$ cat src/rtl/multicycle_controller.sv
// multicycle_controller
//   Multi-cycle FETCH/DECODE/EXEC control unit for the accumulator CPU.
//   It handles the memory ready handshake, with an optional wait timeout.
//   It detects illegal opcodes and counts retired instructions.
//
// Ports
//   clk, rst (async, active-low)     clock and reset
//   start                            leave HALT and begin fetching
//   opcode[3:0], ac[DATA_W-1:0]      instruction opcode and accumulator value
//   mem_ready                        memory handshake
//   rd_mem, wr_mem, ifetch, ld_ir,   combinational datapath strobes
//   pc_inc, pc_src, ac_src, ld_ac,
//   ld_imm, alu_add, alu_sub
//   halted, fault, fault_code[1:0]   status
//   state[2:0]                       FSM state (debug)
//   retired[CNT_W-1:0]               saturating retired-instruction count
module multicycle_controller #(
  parameter int DATA_W  = 16,
  parameter int TIMEOUT = 16,
  parameter int CNT_W   = 16
) (
  input  logic              clk,
  input  logic              rst,
  input  logic              start,
  input  logic [3:0]        opcode,
  input  logic [DATA_W-1:0] ac,
  input  logic              mem_ready,
  output logic              rd_mem,
  output logic              wr_mem,
  output logic              ifetch,
  output logic              ld_ir,
  output logic              pc_inc,
  output logic              pc_src,
  output logic              ac_src,
  output logic              ld_ac,
  output logic              ld_imm,
  output logic              alu_add,
  output logic              alu_sub,
  output logic              halted,
  output logic              fault,
  output logic [1:0]        fault_code,
  output logic [2:0]        state,
  output logic [CNT_W-1:0]  retired
);

  typedef enum logic [2:0] {
    S_HALT   = 3'd0,
    S_FETCH  = 3'd1,
    S_DECODE = 3'd2,
    S_EXEC   = 3'd3,
    S_FAULT  = 3'd4
  } state_t;

  localparam logic [3:0] OP_LDA  = 4'h0;
  localparam logic [3:0] OP_STA  = 4'h1;
  localparam logic [3:0] OP_ADD  = 4'h2;
  localparam logic [3:0] OP_SUB  = 4'h3;
  localparam logic [3:0] OP_JMP  = 4'h4;
  localparam logic [3:0] OP_JEZ  = 4'h5;
  localparam logic [3:0] OP_LDI  = 4'h6;
  localparam logic [3:0] OP_HLT  = 4'h7;
  localparam logic [3:0] OP_JNZ  = 4'h8;
  localparam logic [3:0] OP_JNEG = 4'h9;
  localparam logic [3:0] OP_NOP  = 4'hA;

  localparam logic [1:0] FC_NONE    = 2'd0;
  localparam logic [1:0] FC_ILLEGAL = 2'd1;
  localparam logic [1:0] FC_TIMEOUT = 2'd2;

  // The wait counter only ever needs to reach TIMEOUT-1.
  localparam int WAIT_W = (TIMEOUT < 2) ? 1 : $clog2(TIMEOUT);
  localparam logic [WAIT_W-1:0] WAIT_LAST = WAIT_W'(TIMEOUT - 1);

  state_t            state_r;
  state_t            next_s;
  logic [WAIT_W-1:0] wait_r;
  logic [1:0]        fault_code_r;
  logic [CNT_W-1:0]  retired_r;
  logic              retire_s;
  logic [1:0]        fault_set_s;
  logic              timeout_hit_s;
  logic              mem_wait_s;

  // A pending request times out only while mem_ready is low, so the handshake wins any tie.
  assign timeout_hit_s = (TIMEOUT > 0) && (wait_r == WAIT_LAST) && !mem_ready;

  assign state      = state_r;
  assign fault_code = fault_code_r;
  assign retired    = retired_r;

  // Next-state, strobe and status decode.
  always_comb begin
    next_s      = state_r;
    rd_mem      = 1'b0;
    wr_mem      = 1'b0;
    ifetch      = 1'b0;
    ld_ir       = 1'b0;
    pc_inc      = 1'b0;
    pc_src      = 1'b0;
    ac_src      = 1'b0;
    ld_ac       = 1'b0;
    ld_imm      = 1'b0;
    alu_add     = 1'b0;
    alu_sub     = 1'b0;
    halted      = 1'b0;
    fault       = 1'b0;
    retire_s    = 1'b0;
    fault_set_s = FC_NONE;
    mem_wait_s  = 1'b0;
    case (state_r)
      S_HALT: begin
        halted = 1'b1;
        if (start) next_s = S_FETCH;
        else       next_s = S_HALT;
      end
      S_FETCH: begin
        rd_mem = 1'b1;
        ifetch = 1'b1;
        if (mem_ready) begin
          ld_ir  = 1'b1;
          pc_inc = 1'b1;
          next_s = S_DECODE;
        end else if (timeout_hit_s) begin
          next_s      = S_FAULT;
          fault_set_s = FC_TIMEOUT;
        end else begin
          next_s = S_FETCH;
        end
      end
      S_DECODE: begin
        case (opcode)
          OP_HLT: begin
            next_s   = S_HALT;
            retire_s = 1'b1;
          end
          OP_NOP: begin
            next_s   = S_FETCH;
            retire_s = 1'b1;
          end
          4'hB, 4'hC, 4'hD, 4'hE, 4'hF: begin
            next_s      = S_FAULT;
            fault_set_s = FC_ILLEGAL;
          end
          default: next_s = S_EXEC;
        endcase
      end
      S_EXEC: begin
        case (opcode)
          OP_LDA: begin
            rd_mem     = 1'b1;
            ac_src     = 1'b1;
            ld_ac      = mem_ready;
            mem_wait_s = 1'b1;
          end
          OP_STA: begin
            wr_mem     = 1'b1;
            mem_wait_s = 1'b1;
          end
          OP_ADD: begin
            rd_mem     = 1'b1;
            alu_add    = 1'b1;
            ld_ac      = mem_ready;
            mem_wait_s = 1'b1;
          end
          OP_SUB: begin
            rd_mem     = 1'b1;
            alu_sub    = 1'b1;
            ld_ac      = mem_ready;
            mem_wait_s = 1'b1;
          end
          OP_JMP:  pc_src = 1'b1;
          OP_JEZ:  pc_src = (ac == '0);
          OP_LDI: begin
            ld_imm = 1'b1;
            ld_ac  = 1'b1;
          end
          OP_JNZ:  pc_src = (ac != '0);
          OP_JNEG: pc_src = ac[DATA_W-1];
          default: pc_src = 1'b0;
        endcase
        if (!mem_wait_s || mem_ready) begin
          next_s   = S_FETCH;
          retire_s = 1'b1;
        end else if (timeout_hit_s) begin
          next_s      = S_FAULT;
          fault_set_s = FC_TIMEOUT;
        end else begin
          next_s = S_EXEC;
        end
      end
      S_FAULT: begin
        halted = 1'b1;
        fault  = 1'b1;
        next_s = S_FAULT;
      end
      default: next_s = S_HALT;
    endcase
  end

  // State register.
  always_ff @(posedge clk or negedge rst) begin
    if (!rst) state_r <= S_HALT;
    else      state_r <= next_s;
  end

  // Wait counter: counts unanswered request cycles within one state.
  always_ff @(posedge clk or negedge rst) begin
    if (!rst)                                  wait_r <= '0;
    else if ((next_s != state_r) || mem_ready) wait_r <= '0;
    else if (rd_mem || wr_mem)                 wait_r <= wait_r + WAIT_W'(1);
    else                                       wait_r <= wait_r;
  end

  // Fault code is captured on entry to FAULT and is only cleared by reset.
  always_ff @(posedge clk or negedge rst) begin
    if (!rst)                      fault_code_r <= FC_NONE;
    else if (fault_set_s != FC_NONE) fault_code_r <= fault_set_s;
    else                           fault_code_r <= fault_code_r;
  end

  // Retired-instruction counter, saturating at all ones.
  always_ff @(posedge clk or negedge rst) begin
    if (!rst)                             retired_r <= '0;
    else if (retire_s && (retired_r != '1)) retired_r <= retired_r + CNT_W'(1);
    else                                  retired_r <= retired_r;
  end

endmodule
$ cat config.mk
export PLATFORM = sky130hd
export DESIGN_NAME = multicycle_controller
export DESIGN_NICKNAME = d
export VERILOG_FILES = /design/src/rtl/multicycle_controller.sv
export SDC_FILE = /design/constraint.sdc
export NUM_CORES = 1
export LEC_CHECK = 0
export BUFFER_PORTS_ARGS = -buffer_cell sky130_fd_sc_hd__clkbuf_2
export CAP_MARGIN = 20
export CORE_ASPECT_RATIO = 0.7
export CORE_MARGIN = 2
export CORE_UTILIZATION = 25
export DETAILED_ROUTE_END_ITERATION = 6
export GPL_TIMING_DRIVEN = 1
export SYNTH_ARGS = -nofsm -noshare
export SYNTH_HDL_FRONTEND = slang
export SYNTH_SLANG_ARGS = --single-unit
$ cat constraint.sdc
create_clock -name clk -period 3.37 [get_ports clk]
set_clock_uncertainty 0.15 [all_clocks]
set_input_delay 0.674 -clock clk [delete_from_list [all_inputs] [get_ports clk]]
set_output_delay 0.674 -clock clk [all_outputs]
set_load 0.02 [all_outputs]
# Yosys cells after proc, flatten, opt, wreduce, memory -nomap -nowiden
# Index checks and enable logic that the tools add are counted.
dict set report word_totals {
  register_bits 25
  in_bits 24
  output_inout_bits 34
  wordCells 86
}
dict set report classes {
  n_addsub 2
  n_eq_ne 22
  n_mux 40
  reduce_logical 18
}
# cell n
set ops {}
lappend ops {{4-bit == test, second input constant} 9}
lappend ops {{1-bit two-way mux} 24}
lappend ops {{16-bit by 1-bit adder with 16-bit output, second input constant} 1}
lappend ops {{4-bit by 3-bit == test with 1-bit output, second input constant} 4}
lappend ops {{16-bit logical NOT} 1}
lappend ops {{16-bit != test, second input constant} 1}
lappend ops {{16-bit nonzero test} 1}
lappend ops {{3-bit case mux with 5 select lines} 1}
lappend ops {{3-bit two-way mux} 4}
lappend ops {{3-bit case mux with 3 select lines} 1}
lappend ops {{4-bit by 2-bit == test with 1-bit output, second input constant} 2}
lappend ops {{4-bit two-way mux} 2}
lappend ops {{3-bit by 2-bit == test with 1-bit output, second input constant} 2}
lappend ops {{2-bit two-way mux} 3}
lappend ops {{1-bit case mux with 2 select lines} 3}
lappend ops {{2-bit case mux with 3 select lines} 1}
lappend ops {{5-bit OR reduction} 1}
lappend ops {{4-bit by 1-bit adder with 4-bit output, second input constant} 1}
lappend ops {{4-bit by 1-bit == test with 1-bit output, second input constant} 1}
lappend ops {{4-bit logical NOT} 1}
lappend ops {{1-bit case mux with 4 select lines} 1}
lappend ops {{2-bit nonzero test} 2}
lappend ops {{2-bit OR reduction} 2}
lappend ops {{4-bit OR reduction} 1}
lappend ops {{8 further kinds} 12}

# Longest topological paths before layout
dict set report depth {
  ltp_word 11
  ltp_mapped 6
  depth_no_buf 5
}

# Worst setup path after synthesis
# OpenSTA, ideal clock, no wires.
dict set report synth_timing {
  path_type {input to output}
  from {input ac[3]}
  to {output pc_src}
  t_arrival_ns 2.331
  required_time_ns 2.546
  path_slack_ns 0.215
  cell_stages 4
  n_path_buf 0
  path_cell_list {nor4_1 -> nand4_1 -> mux2i_1 -> a2111oi_0}
}
dict set report synth_via {
  elab_chain_len 3
  elab_cells_between_ends 4
  classes_between {mux (2); reduce/logical (2)}
}
# element line
set synth_lines {}
lappend synth_lines {{from (decl)} 26} ;# input logic [DATA_W-1:0] ac,
lappend synth_lines {{16-bit nonzero test or 16-bit logical NOT (tied branches)} {177, 172}}
lappend synth_lines {{1-bit case mux with 4 select lines *} 148} ;# case (opcode)
lappend synth_lines {{1-bit two-way mux *} 110} ;# case (state_r)
lappend synth_lines {{to (decl)} 33} ;# output logic pc_src,
# Mark *: on every way between the ends. The rest lies on a longest branch, timed or not.

# Worst setup path in the final report
dict set report layout_timing {
  from {input ac[15]}
  to {output pc_src}
}
# Same word-level chain as after synthesis.

==> flow_summary.toml <==
[status]
status = "completed"

[clock_tree]
tritoncts = "built"
ctsResizeCount = 0
cts_buffers = 3
root_buffer = "clkbuf_8"
clock-sinks = 25
clockBufferDepth = 2
cts_setup_buffers = 0
htree_levels = 1
clk_pin_slew_ns = 0.09
insertion_delay_ns = 0.26
hold_buffers = 0

[place]
gp_congestion = 0.785
dp_slack_ns = 0.570
hpwl_mm = 3.10
buffer_ports.inserted = 57

[floorplanning]
core-area_mm2 = 0.00625
die_h_um = 71.4
num_io_pins = 58
die_w_um = 100
die_area_mm2 = 0.00716
start_util_pct = 26.0
rows = 24

[worst_setup_path]
cp-start-kind = "input port"
path_max_fanout = 2
reg2reg_from = "state[1]"
endpoint_kind = "primary output"
reg2regPathDepth = 4
r2r-end = "wait_r[0]"
path_class = "input port to primary output"
crit_arrival_ns = 2.03
reg2reg_slack_ns = 1.34
worstPathRequired_ns = 2.55

[sta]
whs_ns = 0.259
tightest_slew_ns = 0.628
maxSlewViolCount = 0
fmax_mhz = 350
fin_crit_sh_pct = 84.7
relSlewSlack_pct = 58.1
finalHoldViolations = 0
tns_ns = 0
finalSetupViolCount = 0
rsz0062_at_grt = "false"
min_period_ns = 2.85
setup_ws_ns = 0.516

[flow_run]
maxCapViolations = 0

[global_route]
grt_antenna_before_repair = 0
grt_max_degree = 26
grt_pass1_wl_mm = 6.82
grt_pass1_vias = 1354
grt_usage_pct = 11.7
grt.overflow.total = 0

[drt]
ant_nets = 0
wirelength_mm = 3.96
drc_errors = 0
num_vias = 1463
drt_iter0_drc = 108
wire_per_inst_um = 13.0
via_per_inst = 4.81
dr.pass1.iters = 4

[power]
powerDensity_mw_per_mm2 = 579
max-vdd-ir-drop_mv = 0.150
p_leak_uw = 0.00102

[synthesis]
ys_warn_count = 0
yosysSeqAreaShare_pct = 38.6
syn-cell-area_mm2 = 0.00162
synth_edf_count = 0
synth-seq-cells = 25
syn_inst = 172
synthArstFlopShare_pct = 100
syn_area_per_cell_um2 = 9.43
ys.flop_type = "dfrtp_1"
yosysUniqueCellTypes = 46
syn_nets = 198

[layout]
fin_util_pct = 32.2
multiInputGateArea_um2 = 923
drive_gt1_share_pct = 31.4
area_growth_pct = 23.8
seq_area_um2 = 626
fillCellCount = 659
diodes = 0
finalNetCount = 253

[hold_path]
hp-class = "input port to asynchronous set/reset pin"
metal layers:
layer	GRT usage (%)	up-vias	wire length [um]	share of wire [%]
li1	-	739	-	-
met1	17.3	701	2010	51
met2	17.7	21	1800	45
met3	3.51	2	144	3.6
met4	1.07	0	8	0.20
met5	0	-	0	0
synth_stat cells, types with 5 or more instances:
cell | n | area, um2
nand3_1 | 7 | 35.0
dfrtp_1 | 25 | 626
nor2_1 | 13 | 48.8
nand2_1 | 13 | 48.8
nand4_1 | 8 | 50.1
nor2b_1 | 6 | 37.5
xor2_1 | 17 | 149
nor4_1 | 5 | 31.3
nor3_1 | 14 | 70.1
worst max-delay path by stage:
stage,from,slack (ns),end,depth (start not counted)
5_1_grt,state[0],0.31,pc_src,4
6_report,ac[15],0.52,pc_src,6
4_1_cts,ac[15],0.56,pc_src,6
3_5_place_dp,ac[15],0.57,pc_src,6
2_1_floorplan,ac[3],0.22,pc_src,4
3_3_place_gp,ac[6],0.61,pc_src,6
metrics by stage:
step	total power (uW)	cell area (um2)	std cells
5_1_grt	1260	2010	304
2_1_floorplan	844	1620	172
3_3_place_gp	995	1960	300
4_1_cts	1180	2010	304
6_report	1160	2010	304
3_5_place_dp	997	1960	300
critical path, cell delays in order:
cell and delay, ns:
clkbuf_2 0.10, nor4_1 0.29, nand4_1 0.15, mux2i_1 0.14, a2111oi_0 0.42, clkbuf_2 0.25
logic make-up (layout without fill, tap and decap cells):
group	count (synthesis)	in the layout	synth area share, %
xor gates and xnor gates	18	18	9.72
AOI/OAI and AO/OA	16	16	8.41
adders and majority gates	2	2	1.54
muxes	3	3	2.16
DFF	25	25	38.6
buffers and inverters	13	67	4.47
and+or+nand+nor	95	95	35.1
layout by cell type (no fill, tap or decap), types with 3 or more instances in the layout:
cell       n
nand3_1    7
nor4b_1    4
and3_1     4
nor4_1     5
nor2b_1    6
xor2_1    17
nand2_1   13
nor2_1    13
nand2b_1   4
nor3b_1    4
nand4_1    8
clkbuf_2  57
nor3_1    14
inv_1      4
clkbuf_8   3
dfrtp_1   25
final cells by class:
class | instances | share of cell area (%)
multi-input combinational | 134 | 46.0
sequential | 25 | 31.2
timing repair buffer | 59 | 15.0
tap | 78 | 4.86
clock buffer | 3 | 2.06
inverter | 4 | 0.748
clock inverter | 1 | 0.249
flip-flops by register name, summed over array words and instances, names as in the netlist:
name and cells:
fault_code 2, retired 16, state 3, wait_r 4
report_power, final:
part,switching (uW),internal (uW)
Clock,91.4,82.6
Sequential,108,358
Combinational,322,202
Total,522,642
No activity file was read; power rests on OpenSTA's default activity.
